==> config.mk <==
export PLATFORM = sky130hd
export DESIGN_NAME = mem_req_ctrl
export DESIGN_NICKNAME = d
export VERILOG_FILES = /design/src/rtl/mem_pkg.sv /design/src/rtl/mem_rsp_fifo.sv /design/src/rtl/mem_req_ctrl.sv
export SDC_FILE = /design/constraint.sdc
export NUM_CORES = 1
export LEC_CHECK = 0
export ABC_AREA = 1
export CAP_MARGIN = 25
export CELL_PAD_IN_SITES_DETAIL_PLACEMENT = 1
export CELL_PAD_IN_SITES_GLOBAL_PLACEMENT = 1
export CORE_UTILIZATION = 35
export DETAILED_ROUTE_END_ITERATION = 8
export PLACE_DENSITY = 0.89
export SETUP_SLACK_MARGIN = 0.05
export SYNTH_ARGS = -nofsm -noshare
export SYNTH_HDL_FRONTEND = slang
export SYNTH_HIERARCHICAL = 1
export SYNTH_SLANG_ARGS = --single-unit
==> constraint.sdc <==
create_clock -name clk -period 4.13 [get_ports clk]
set_clock_uncertainty 0.1 [all_clocks]
set_input_delay 0.6195 -clock clk [delete_from_list [all_inputs] [get_ports clk]]
set_output_delay 0.6195 -clock clk [all_outputs]
set_load 0.01 [all_outputs]
==> src/rtl/mem_pkg.sv <==
// mem_pkg: shared defaults and request type for the memory request front-end
package mem_pkg;

    parameter int MEM_WIDTH = 8;
    parameter int MEM_DEPTH = 256;
    parameter int MEM_AW    = $clog2(MEM_DEPTH);

    typedef struct packed {
        logic                 write;
        logic [MEM_AW-1:0]    addr;
        logic [MEM_WIDTH-1:0] wdata;
    } mem_req_t;

endpackage

==> src/rtl/mem_rsp_fifo.sv <==
// mem_rsp_fifo: small circular response FIFO with occupancy count
module mem_rsp_fifo #(
    parameter int WIDTH = 8,
    parameter int DEPTH = 3
) (
    input  logic                       clk,
    input  logic                       reset,
    input  logic                       push,
    input  logic [WIDTH-1:0]           data_in,
    input  logic                       pop,
    output logic [WIDTH-1:0]           data_out,
    output logic [$clog2(DEPTH+1)-1:0] count
);

    localparam int PW = DEPTH > 1 ? $clog2(DEPTH) : 1;
    localparam int CW = $clog2(DEPTH + 1);

    logic [WIDTH-1:0] mem [DEPTH];
    logic [PW-1:0]    wr_ptr, rd_ptr;
    logic             do_push, do_pop;

    // pop only real entries; a push into a full FIFO is legal only alongside a pop
    assign do_pop   = pop && count != '0;
    assign do_push  = push && (count != CW'(DEPTH) || do_pop);
    assign data_out = count != '0 ? mem[rd_ptr] : '0;

    // storage is deliberately not reset
    always_ff @(posedge clk) begin
        if (do_push) mem[wr_ptr] <= data_in;
    end

    // pointers wrap modulo DEPTH; simultaneous push and pop leaves count unchanged
    always_ff @(posedge clk) begin
        if (reset) begin
            wr_ptr <= '0;
            rd_ptr <= '0;
            count  <= '0;
        end else begin
            if (do_push) wr_ptr <= wr_ptr == PW'(DEPTH - 1) ? '0 : wr_ptr + 1'b1;
            if (do_pop) rd_ptr <= rd_ptr == PW'(DEPTH - 1) ? '0 : rd_ptr + 1'b1;
            count <= count + CW'(do_push) - CW'(do_pop);
        end
    end

endmodule

==> src/rtl/mem_req_ctrl.sv <==
// mem_req_ctrl: credit-throttled valid/ready front-end for a single-port memory
module mem_req_ctrl
    import mem_pkg::*;
#(
    parameter int WIDTH     = MEM_WIDTH,
    parameter int DEPTH     = MEM_DEPTH,
    parameter int RSP_DEPTH = 3
) (
    input  logic                     clk,
    input  logic                     reset,
    input  logic                     req_valid,
    output logic                     req_ready,
    input  logic                     req_write,
    input  logic [$clog2(DEPTH)-1:0] req_addr,
    input  logic [WIDTH-1:0]         req_wdata,
    output logic                     rsp_valid,
    input  logic                     rsp_ready,
    output logic [WIDTH-1:0]         rsp_rdata,
    output logic                     mem_write_enable,
    output logic                     mem_read_enable,
    output logic [$clog2(DEPTH)-1:0] mem_address,
    output logic [WIDTH-1:0]         mem_write_data,
    input  logic [WIDTH-1:0]         mem_read_data
);

    localparam int CW = $clog2(RSP_DEPTH + 1);

    logic          acc, rd_inflight;
    logic [CW-1:0] fifo_count;

    // a slot is reserved for every read in flight, so a response always has room
    assign req_ready        = !reset && (int'(fifo_count) + int'(rd_inflight) < RSP_DEPTH);
    assign acc              = req_valid && req_ready;
    assign mem_write_enable = acc && req_write;
    assign mem_read_enable  = acc && !req_write;
    assign mem_address      = req_addr;
    assign mem_write_data   = req_wdata;
    assign rsp_valid        = fifo_count != '0;

    // marks the cycle in which the memory's read_data is valid
    always_ff @(posedge clk) begin
        if (reset) rd_inflight <= 1'b0;
        else       rd_inflight <= mem_read_enable;
    end

    mem_rsp_fifo #(
        .WIDTH(WIDTH),
        .DEPTH(RSP_DEPTH)
    ) u_fifo (
        .clk     (clk),
        .reset   (reset),
        .push    (rd_inflight),
        .data_in (mem_read_data),
        .pop     (rsp_ready),
        .data_out(rsp_rdata),
        .count   (fifo_count)
    );

endmodule

==> results.md, run 1 <==
| Metric | Reported | Unit |
|:---|:---|:---|
| Outcome | completed | - |
| Final clock period utilization by the worst path | 65.91 | % |
| Mean cell area of the mapped netlist | 9.882 | µm² |
| Clock network latency to the later pin of the worst-skew pair | 0.29 | ns |
| Number of design-rule violations left by the first detailed-router iteration | 22 | - |
| Fin crit period | 2.722 | ns |
| Number of buffer cells added on primary ports | 24 | - |
| Commonest non-fill, non-tap cell in the layout | sky130_fd_sc_hd__inv_1 | - |
| Setup slack of the worst register-to-register path | 2.32 | ns |
| Clock tree from TritonCTS | yes | - |
| P_leak | 0.7895 | nW |
| I/O Pins | 57 | - |
| Wire length after detailed routing | 2773 | µm |
| Pin count of the biggest net entering global routing | 17 | - |
| CP endpoint | mem_read_enable | - |
| P&R area growth vs syn | 16.29 | % |
| Net count of the mapped netlist | 190 | - |
| Post-synthesis cell count | 157 | - |
| Number of hold violations in the final report | 0 | - |
| Placed wire-length estimate after detailed placement | 2004 | µm |
| Clock transition at path regs | 0.06 | ns |
| Cell Pwr Density | 572.9 | nW/µm² |
| Number of synthesized register bits | 33 | - |
| Number of cell rows | 23 | - |
| Setup CP Type | input pin to output pin | - |
| Cell depth of the worst hold path | 2 | - |
| Total number of H-tree levels | 2 | - |
| Number of endpoints failing setup at the final stage | 0 | - |
| Number of optimization iterations in the first detailed-route pass | 3 | - |
| Number of remaining DRC errors | 0 | - |
| Worst setup path startpoint | reset | - |
| Hold_sp | u_fifo/wr_ptr[0]$_SDFFE_PP0P_ | - |
| Via density per instance | 4.570 | - |
| Data arrival at the endpoint of the critical path | 2.00 | ns |
| Number of global-route vias before repair | 1022 | - |
| Post-detailed-route wirelength per cell | 12.55 | µm |
| Slew at the pin with the worst max-slew slack | 0.7143 | ns |
| Number of nets with antenna violations after routing | 0 | - |
| Fraction of the yosys area taken by sequential cells | 58.06 | % |
| Count of maximum capacitance violations | 0 | - |
| Count of unique library cells instantiated by Yosys | 19 | - |
| Setup repair after global routing missed its margin | no | - |
| Cell area after layout | 1804 | µm² |
| Root Driver | sky130_fd_sc_hd__clkbuf_8 | - |
| Total standard cell area after synthesis | 1551 | µm² |
| CTS Hold Bufs | 0 | - |
| Wire length of the first global-routing pass | 4416 | µm |
| Chip Height | 68.58 | µm |
| NumNets Final | 203 | - |
| Post-cts repair resize count | 0 | - |
| Commonest non-fill, non-tap cells in the layout | sky130_fd_sc_hd__inv_1, sky130_fd_sc_hd__clkdlybuf4s50_1, sky130_fd_sc_hd__edfxtp_1, sky130_fd_sc_hd__nand2_1, sky130_fd_sc_hd__nor2_1 | - |
| Sinks on the clock net | 33 | - |
| Count of final max-slew check failures | 0 | - |
| Vias | 1010 | - |
| Max Root-Sink Buffers | 2 | - |
| Leftover overflow at the end of global routing | 0 | - |
| Peak ir drop on the vdd network | 0.0002438 | V |
| Initial standard-cell utilization of the core | 37.70 | % |
| Core area | 4115 | µm² |
| R2R Path End | u_fifo/count[1]$_SDFF_PP0_ | - |
| Die outline area | 4703 | µm² |
| Initial antenna violation count | 0 | - |
| Max Freq | 0.3674 | GHz |
| Total Negative Setup Slacks | 0 | ns |
| Worst reg-to-reg path cell count | 9 | - |
| Antenna Cells | 0 | - |
| Number of warnings reported in the yosys synthesis log | 6 | - |
| Placement Cell Area | 1722 | µm² |
| Kind of path behind the tightest hold check | flop to flop | - |
| Launching element type of the critical path | input pin | - |
| Post-CTS setup-driven buffer insertion count | 0 | - |
| Number of CTS-inserted buffers | 5 | - |
| Reg-to-Reg Start | u_fifo/count[1]$_SDFF_PP0_ | - |
| Die X | 68.58 | µm |
| Peak fanout along the critical path | 5 | - |
| Final weighted congestion in routability-driven placement | 0.7389 | - |
| Critical path endpoint category | output pin | - |
| Req. time, crit path | 3.41 | ns |
| Share of cells above drive strength 1 | 9.357 | % |
| Global Route Usage Sum | 13.95 | % |
| Slew headroom | 52.20 | % |
-- synth_stat cells (all sizes together) --
master	instances	area (µm²)
dfxtp	9	180.2
edfxtp	24	720.7
nor2	16	77.58
buf	18	132.6
inv	34	127.6
ha	4	50.05
or2	1	6.260
nand3	4	30.03
xor2	1	8.760
o21ai	18	97.60
nand2	18	70.07
a21oi	10	50.05
-- routing by layer --
metal  vias to the layer above  track usage [%]  wire length (µm)
li1                        505                -                 -
met1                       472            13.47              1114
met2                        27            24.14              1440
met3                         6            7.072               179
met4                         0            7.292                39
met5                         -                0                 0
-- logic make-up after synthesis --
| logic type | after synthesis | share of synthesized area (%) |
|---|---|---|
| AOI/OAI and AO/OA | 28 | 9.517 |
| xor gates and xnor gates | 1 | 0.5646 |
| adders and majority gates | 4 | 3.226 |
| buffers and inverters | 52 | 16.77 |
| DFF | 33 | 58.06 |
| and+or+nand+nor | 39 | 11.86 |
-- stage by stage --
stage	instances	utilization [%]	hold slack [ns]	power (mW)	worst slack, ns
floorplan	157	-	0.3466	0.6672	2.256
global placement	213	41.84	0.3794	0.8005	1.437
detailed placement	213	41.84	0.3792	0.8167	1.384
CTS	221	43.84	0.3887	1.046	1.382
global route	221	43.84	0.4314	1.107	1.282
finish	221	43.84	0.3851	1.034	1.408
-- area by class of cell --
cell class	instances	area (µm²)
Tap cell	50	62.56
Sequential cell	33	900.9
Clock buffer	6	72.57
Inverter	34	127.6
Clock inverter	2	10.01
Multi-Input combinational cell	72	390.4
Fill cell	469	2311
Timing Repair Buffer	24	240.2
-- worst min-delay path by stage --
| stage | to |
|---|---|
| 2_1_floorplan | u_fifo/wr_ptr[0]$_SDFFE_PP0P_ |
| 3_3_place_gp | u_fifo/wr_ptr[0]$_SDFFE_PP0P_ |
| 3_5_place_dp | u_fifo/wr_ptr[0]$_SDFFE_PP0P_ |
| 4_1_cts | u_fifo/wr_ptr[0]$_SDFFE_PP0P_ |
| 5_1_grt | u_fifo/wr_ptr[0]$_SDFFE_PP0P_ |
| 6_report | u_fifo/wr_ptr[0]$_SDFFE_PP0P_ |
-- where the power goes --
group          total, mW  switching [mW]  internal (mW)
combinational      0.359           0.176          0.183
sequential         0.447          0.0601          0.387
clock              0.228           0.112          0.116
total               1.03           0.348          0.686
-- critical path, stage by stage --
cell,delay [ns]
sky130_fd_sc_hd__clkdlybuf4s50_1,0.50
sky130_fd_sc_hd__nor2_2,0.16
sky130_fd_sc_hd__nand3_2,0.10
sky130_fd_sc_hd__nor2_1,0.10
sky130_fd_sc_hd__clkdlybuf4s50_1,0.54
-- state kept, by name (all words and copies together), names as in the netlist, named ones only --
register	flops
u_fifo/count	2
u_fifo/wr_ptr	2
rd_inflight	1
u_fifo/rd_ptr	2
u_fifo/mem	24
(Power assumes the default switching activity.)
==> run 2, diff against run 1 <==
--- a/config.mk
+++ b/config.mk
@@ -9,9 +9,9 @@
 export CAP_MARGIN = 25
 export CELL_PAD_IN_SITES_DETAIL_PLACEMENT = 1
 export CELL_PAD_IN_SITES_GLOBAL_PLACEMENT = 1
-export CORE_UTILIZATION = 35
+export CORE_UTILIZATION = 29
 export DETAILED_ROUTE_END_ITERATION = 8
-export PLACE_DENSITY = 0.89
+export PLACE_DENSITY = 0.79
 export SETUP_SLACK_MARGIN = 0.05
 export SYNTH_ARGS = -nofsm -noshare
 export SYNTH_HDL_FRONTEND = slang
==> constraint.sdc (replaced) <==
create_clock -name clk -period 2.5 [get_ports clk]
set_clock_uncertainty 0.1 [all_clocks]
set_input_delay 0.375 -clock clk [delete_from_list [all_inputs] [get_ports clk]]
set_output_delay 0.375 -clock clk [all_outputs]
set_load 0.01 [all_outputs]
==> results.md, run 2 (synthesis gave the netlist of run 1 again) <==
| Metric | Reported | Unit |
|:---|:---|:---|
| NumNets Final | 204 | - |
| Clock network latency to the later pin of the worst-skew pair | 0.28 | ns |
| Via density per instance | 4.112 | - |
| Max Freq | 0.4326 | GHz |
| Number of global-route vias before repair | 927 | - |
| Commonest non-fill, non-tap cell in the layout | sky130_fd_sc_hd__inv_1 | - |
| Pin count of the biggest net entering global routing | 17 | - |
| Highest layer used for signal routing | met4 | - |
| Largest reg by FF count | u_fifo/mem | - |
| Post-CTS setup-driven buffer insertion count | 0 | - |
| Placed wire-length estimate after detailed placement | 1899 | µm |
| Max Root-Sink Buffers | 2 | - |
| Leftover overflow at the end of global routing | 0 | - |
| Number of cell rows | 26 | - |
| Sinks on the clock net | 33 | - |
| Clock tree from TritonCTS | yes | - |
| Placement Cell Area | 1754 | µm² |
| Peak fanout along the critical path | 4 | - |
| Commonest non-fill, non-tap cells in the layout | sky130_fd_sc_hd__inv_1, sky130_fd_sc_hd__edfxtp_1, sky130_fd_sc_hd__clkdlybuf4s50_1, sky130_fd_sc_hd__nand2_1, sky130_fd_sc_hd__nor2_1 | - |
| Met2 WL | 1300 | µm |
| Cell area after layout | 1868 | µm² |
| Post-detailed-route wirelength per cell | 10.77 | µm |
| Core area | 5140 | µm² |
| Chip Height | 75.15 | µm |
| Count of maximum capacitance violations | 0 | - |
| Root Driver | sky130_fd_sc_hd__clkbuf_8 | - |
| Final-layout fill cell count | 614 | - |
| Critical path endpoint category | output pin | - |
| Number of flip-flops under the largest register name | 24 | - |
| Die outline area | 5647 | µm² |
| Cell Pwr Density | 964.9 | nW/µm² |
| Req. time, crit path | 2.03 | ns |
| I/O Pins | 57 | - |
| Peak ir drop on the vdd network | 0.0003784 | V |
| Met3 routed wirelength | 160 | µm |
| Initial antenna violation count | 0 | - |
| Total Negative Setup Slacks | 0 | ns |
| Setup CP Type | flop to output pin | - |
| Final clock period utilization by the worst path | 92.47 | % |
| Number of remaining DRC errors | 0 | - |
| Total number of H-tree levels | 2 | - |
| Launching element type of the critical path | flop | - |
| Number of buffer cells added on primary ports | 24 | - |
| Setup repair after global routing missed its margin | no | - |
| Number of design-rule violations left by the first detailed-router iteration | 19 | - |
| Count of final max-slew check failures | 0 | - |
| CTS Hold Bufs | 0 | - |
| Number of optimization iterations in the first detailed-route pass | 4 | - |
| Die X | 75.15 | µm |
| Final weighted congestion in routability-driven placement | 0.7278 | - |
| Data arrival at the endpoint of the critical path | 1.84 | ns |
| Number of CTS-inserted buffers | 5 | - |
| Wire length after detailed routing | 2606 | µm |
| Initial standard-cell utilization of the core | 30.19 | % |
| Kind of path behind the tightest hold check | flop to flop | - |
| Global Route Usage Sum | 10.21 | % |
| Vias | 995 | - |
| P&R area growth vs syn | 20.40 | % |
| Slew at the pin with the worst max-slew slack | 0.5608 | ns |
| Outcome | completed | - |
| Fin crit period | 2.312 | ns |
| Wire length of the first global-routing pass | 4071 | µm |
| Number of nets with antenna violations after routing | 0 | - |
| Sum of routed wire segments on met1 | 1102 | µm |
| Number of endpoints failing setup at the final stage | 0 | - |
| P_leak | 0.8365 | nW |
| Slew headroom | 62.56 | % |
| Post-Route Hold Slack | 0.3993 | ns |
| Number of hold violations in the final report | 0 | - |
| Antenna Cells | 0 | - |
| Clock transition at path regs | 0.06 | ns |
| Share of cells above drive strength 1 | 10.47 | % |
## run 2: changes by cell type in the layout (fill, tap and decap cells not counted)
cell                              before  now
sky130_fd_sc_hd__dfxtp_1               9    7
sky130_fd_sc_hd__buf_4                 0    1
sky130_fd_sc_hd__dfxtp_2               0    2
sky130_fd_sc_hd__clkinv_1              0    1
sky130_fd_sc_hd__clkdlybuf4s50_1      24   22
sky130_fd_sc_hd__clkinv_2              2    0
sky130_fd_sc_hd__dlymetal6s2s_1        0    2
sky130_fd_sc_hd__bufinv_16             0    1
## run 2: layout make-up
cell class | instances | area [µm²] | area share, %
Clock buffer | 6 | 72.57 | 3.885
Clock inverter | 2 | 33.78 | 1.808
Inverter | 34 | 127.6 | 6.832
Multi-Input combinational cell | 72 | 390.4 | 20.90
Sequential cell | 33 | 903.4 | 48.36
Tap cell | 70 | 87.58 | 4.689
Timing Repair Buffer | 25 | 252.7 | 13.53
## run 2: worst paths after layout
check                                        to                          start  cells past startpoint  slack [ns]
hold / removal    u_fifo/wr_ptr[0]$_SDFFE_PP0P_  u_fifo/wr_ptr[0]$_SDFFE_PP0P_                      2        0.40
hold reg to reg   u_fifo/wr_ptr[0]$_SDFFE_PP0P_  u_fifo/wr_ptr[0]$_SDFFE_PP0P_                      2        0.40
setup / recovery                      req_ready         rd_inflight$_SDFF_PP0_                      6        0.19
setup reg to reg     u_fifo/count[1]$_SDFF_PP0_     u_fifo/count[1]$_SDFF_PP0_                      9        0.66
## run 2: power breakdown
group | switching, mW | internal (mW)
sequential | 0.0991 | 0.642
combinational | 0.291 | 0.302
clock | 0.174 | 0.294
total | 0.565 | 1.24
## run 2: what timing repair did
action | CTS | global route
setup endpoints to repair | 2 | 3
resized for setup | 1 | 3
pin swaps | 0 | 0
## run 2: worst max-delay path, cell delays in order (launching register included)
cell and delay, ns:
sky130_fd_sc_hd__dfxtp_1 0.35, sky130_fd_sc_hd__ha_1 0.21, sky130_fd_sc_hd__ha_1 0.27, sky130_fd_sc_hd__nand2_1 0.10, sky130_fd_sc_hd__nand2_1 0.06, sky130_fd_sc_hd__inv_1 0.06
sky130_fd_sc_hd__clkdlybuf4s50_1 0.52
## run 2: per-layer routing
metal | track usage, % | vias to the layer above
li1 | - | 508
met1 | 11.04 | 456
met2 | 17.52 | 25
met3 | 4.418 | 6
met4 | 4.321 | 0
met5 | 0 | -
## run 2: through the flow
stage	total power, mW	std cells	utilization, %	setup slack (ns)
after floorplan	1.102	157	-	0.8710
after global placement	1.332	234	34.13	0.3033
after detailed placement	1.354	234	34.13	0.2479
after CTS	1.830	242	36.22	0.07072
after global routing	1.927	242	36.34	0.07488
final	1.802	242	36.34	0.1882
==> run 3, diff against run 2 <==
--- a/config.mk
+++ b/config.mk
@@ -7,9 +7,10 @@
 export LEC_CHECK = 0
 export ABC_AREA = 1
 export CAP_MARGIN = 25
-export CELL_PAD_IN_SITES_DETAIL_PLACEMENT = 1
-export CELL_PAD_IN_SITES_GLOBAL_PLACEMENT = 1
-export CORE_UTILIZATION = 29
+export CELL_PAD_IN_SITES_DETAIL_PLACEMENT = 0
+export CELL_PAD_IN_SITES_GLOBAL_PLACEMENT = 2
+export CORE_MARGIN = 2
+export CORE_UTILIZATION = 23
 export DETAILED_ROUTE_END_ITERATION = 8
 export PLACE_DENSITY = 0.79
 export SETUP_SLACK_MARGIN = 0.05
==> results.md, run 3 (synthesis gave the netlist of run 1 again) <==
| Metric | Reported | Unit |
|:---|:---|:---|
| Wire length after detailed routing | 2654 | µm |
| Commonest non-fill, non-tap cells in the layout | sky130_fd_sc_hd__inv_1, sky130_fd_sc_hd__edfxtp_1, sky130_fd_sc_hd__clkdlybuf4s50_1, sky130_fd_sc_hd__nand2_1, sky130_fd_sc_hd__nor2_1 | - |
| Cell Pwr Density | 920.9 | nW/µm² |
| Number of cell rows | 29 | - |
| Die outline area | 7418 | µm² |
| Setup slack of the worst register-to-register path | 0.69 | ns |
| Pin count of the biggest net entering global routing | 17 | - |
| Antenna Cells | 0 | - |
| Clock tree from TritonCTS | yes | - |
| P&R area growth vs syn | 19.44 | % |
| Setup CP Type | flop to output pin | - |
| Number of remaining DRC errors | 0 | - |
| Critical path endpoint category | output pin | - |
| CP endpoint | req_ready | - |
| Number of hold violations in the final report | 0 | - |
| Total number of H-tree levels | 2 | - |
| Cell area after layout | 1853 | µm² |
| R2R Path End | u_fifo/count[1]$_SDFF_PP0_ | - |
| Outcome | completed | - |
| Slew headroom | 63.90 | % |
| Final clock period utilization by the worst path | 92.57 | % |
| Max Root-Sink Buffers | 2 | - |
| Sinks on the clock net | 33 | - |
| Via density per instance | 3.867 | - |
| Max Freq | 0.4321 | GHz |
| Number of endpoints failing setup at the final stage | 0 | - |
| Global Route Usage Sum | 8.086 | % |
| Clock network latency to the later pin of the worst-skew pair | 0.28 | ns |
| Req. time, crit path | 2.03 | ns |
| Worst setup path startpoint | u_fifo/count[0]$_SDFF_PP0_ | - |
| Leftover overflow at the end of global routing | 0 | - |
| Fin crit period | 2.314 | ns |
| Largest reg by FF count | u_fifo/mem | - |
| Vias | 963 | - |
| Post-route core utilization | 28.85 | % |
| Post-CTS setup-driven buffer insertion count | 0 | - |
| Post-detailed-route wirelength per cell | 10.66 | µm |
| Data arrival at the endpoint of the critical path | 1.84 | ns |
| Peak ir drop on the vdd network | 0.0003973 | V |
| Initial antenna violation count | 0 | - |
| Number of buffer cells added on primary ports | 24 | - |
| Die X | 86.13 | µm |
| Peak fanout along the critical path | 5 | - |
| Core area | 6422 | µm² |
| Number of optimization iterations in the first detailed-route pass | 4 | - |
| Chip Height | 86.13 | µm |
| Number of CTS-inserted buffers | 5 | - |
| Count of maximum capacitance violations | 0 | - |
| Count of final max-slew check failures | 0 | - |
| Number of global-route vias before repair | 977 | - |
| Final-layout fill cell count | 664 | - |
| Wire length of the first global-routing pass | 4443 | µm |
| Launching element type of the critical path | flop | - |
| Placed wire-length estimate after detailed placement | 1856 | µm |
| Clock transition at path regs | 0.06 | ns |
| Number of nets with antenna violations after routing | 0 | - |
| Number of flip-flops under the largest register name | 24 | - |
| Kind of path behind the tightest hold check | flop to flop | - |
| NumNets Final | 204 | - |
| Commonest non-fill, non-tap cell in the layout | sky130_fd_sc_hd__inv_1 | - |
| Reg-to-Reg Start | u_fifo/count[1]$_SDFF_PP0_ | - |
| Initial standard-cell utilization of the core | 24.16 | % |
| Root Driver | sky130_fd_sc_hd__clkbuf_8 | - |
| Share of cells above drive strength 1 | 11.05 | % |
| Final weighted congestion in routability-driven placement | 0.6874 | - |
| Setup repair after global routing missed its margin | no | - |
| Worst reg-to-reg path cell count | 9 | - |
| Total Negative Setup Slacks | 0 | ns |
| Number of design-rule violations left by the first detailed-router iteration | 52 | - |
| Placement Cell Area | 1763 | µm² |
| I/O Pins | 57 | - |
| Slew at the pin with the worst max-slew slack | 0.5408 | ns |
| P_leak | 0.8286 | nW |
## run 3: cell count changes in the layout (fill, tap and decap cells not counted)
cell,delta
sky130_fd_sc_hd__clkinv_2,+2
sky130_fd_sc_hd__clkinv_1,-1
sky130_fd_sc_hd__bufinv_16,-1
## run 3: timing repair
| item | 4_1_cts | 5_1_grt |
|---|---|---|
| setup endpoints to repair | 2 | 3 |
| hold buffers | 0 | 0 |
| gates cloned | 0 | 0 |
| gates resized for setup | 1 | 3 |
| endpoints found under the hold margin | 0 | 0 |
## run 3: worst max-delay path, cell delays in order (launching register included)
cell and delay (ns):
sky130_fd_sc_hd__dfxtp_2 0.36, sky130_fd_sc_hd__ha_1 0.19, sky130_fd_sc_hd__ha_1 0.26, sky130_fd_sc_hd__nand2_1 0.10, sky130_fd_sc_hd__nand2_1 0.07, sky130_fd_sc_hd__inv_1 0.06
sky130_fd_sc_hd__clkdlybuf4s50_1 0.52
## run 3: area by class of cell
cell class,instances,area (µm²),area share [%]
flip-flops and latches,33,903.4,48.75
multi-input cells,72,390.4,21.07
repair buffers,25,252.7,13.64
inverters,34,127.6,6.887
well taps,77,96.34,5.199
clock buffers,6,72.57,3.916
clock inverters,2,10.01,0.5402
## run 3: metal layers
layer	routed length (µm)	share of wire (%)	GRT usage, %	vias up
li1	-	-	-	510
met3	181	6.8	3.176	7
met2	1250	47	12.47	28
met1	1175	44	9.670	418
met5	0	0	0	-
met4	46	1.7	4.329	0
## run 3: worst min path at each step
stage                                  start                       endpoint  cells after the start
4_1_cts        u_fifo/wr_ptr[0]$_SDFFE_PP0P_  u_fifo/wr_ptr[0]$_SDFFE_PP0P_                      2
3_3_place_gp   u_fifo/wr_ptr[0]$_SDFFE_PP0P_  u_fifo/wr_ptr[0]$_SDFFE_PP0P_                      2
5_1_grt        u_fifo/wr_ptr[0]$_SDFFE_PP0P_  u_fifo/wr_ptr[0]$_SDFFE_PP0P_                      2
3_5_place_dp   u_fifo/wr_ptr[0]$_SDFFE_PP0P_  u_fifo/wr_ptr[0]$_SDFFE_PP0P_                      2
2_1_floorplan                          reset  u_fifo/wr_ptr[0]$_SDFFE_PP0P_                      1
6_report       u_fifo/wr_ptr[0]$_SDFFE_PP0P_  u_fifo/wr_ptr[0]$_SDFFE_PP0P_                      2
## run 3: power by group
group	internal [mW]	total, mW	switching, mW
Sequential	0.642	0.739	0.0971
Clock	0.192	0.373	0.181
Combinational	0.301	0.594	0.292
Total	1.14	1.71	0.570
## run 3: metrics by stage
stage	cells	setup WS, ns	power, mW	hold slack, ns
3_5_place_dp	241	0.2806	1.352	0.3860
4_1_cts	249	0.07959	1.736	0.3952
5_1_grt	249	0.08906	1.857	0.4148
2_1_floorplan	157	0.8710	1.102	0.3441
3_3_place_gp	241	0.3114	1.347	0.3860
6_report	249	0.1857	1.707	0.3948
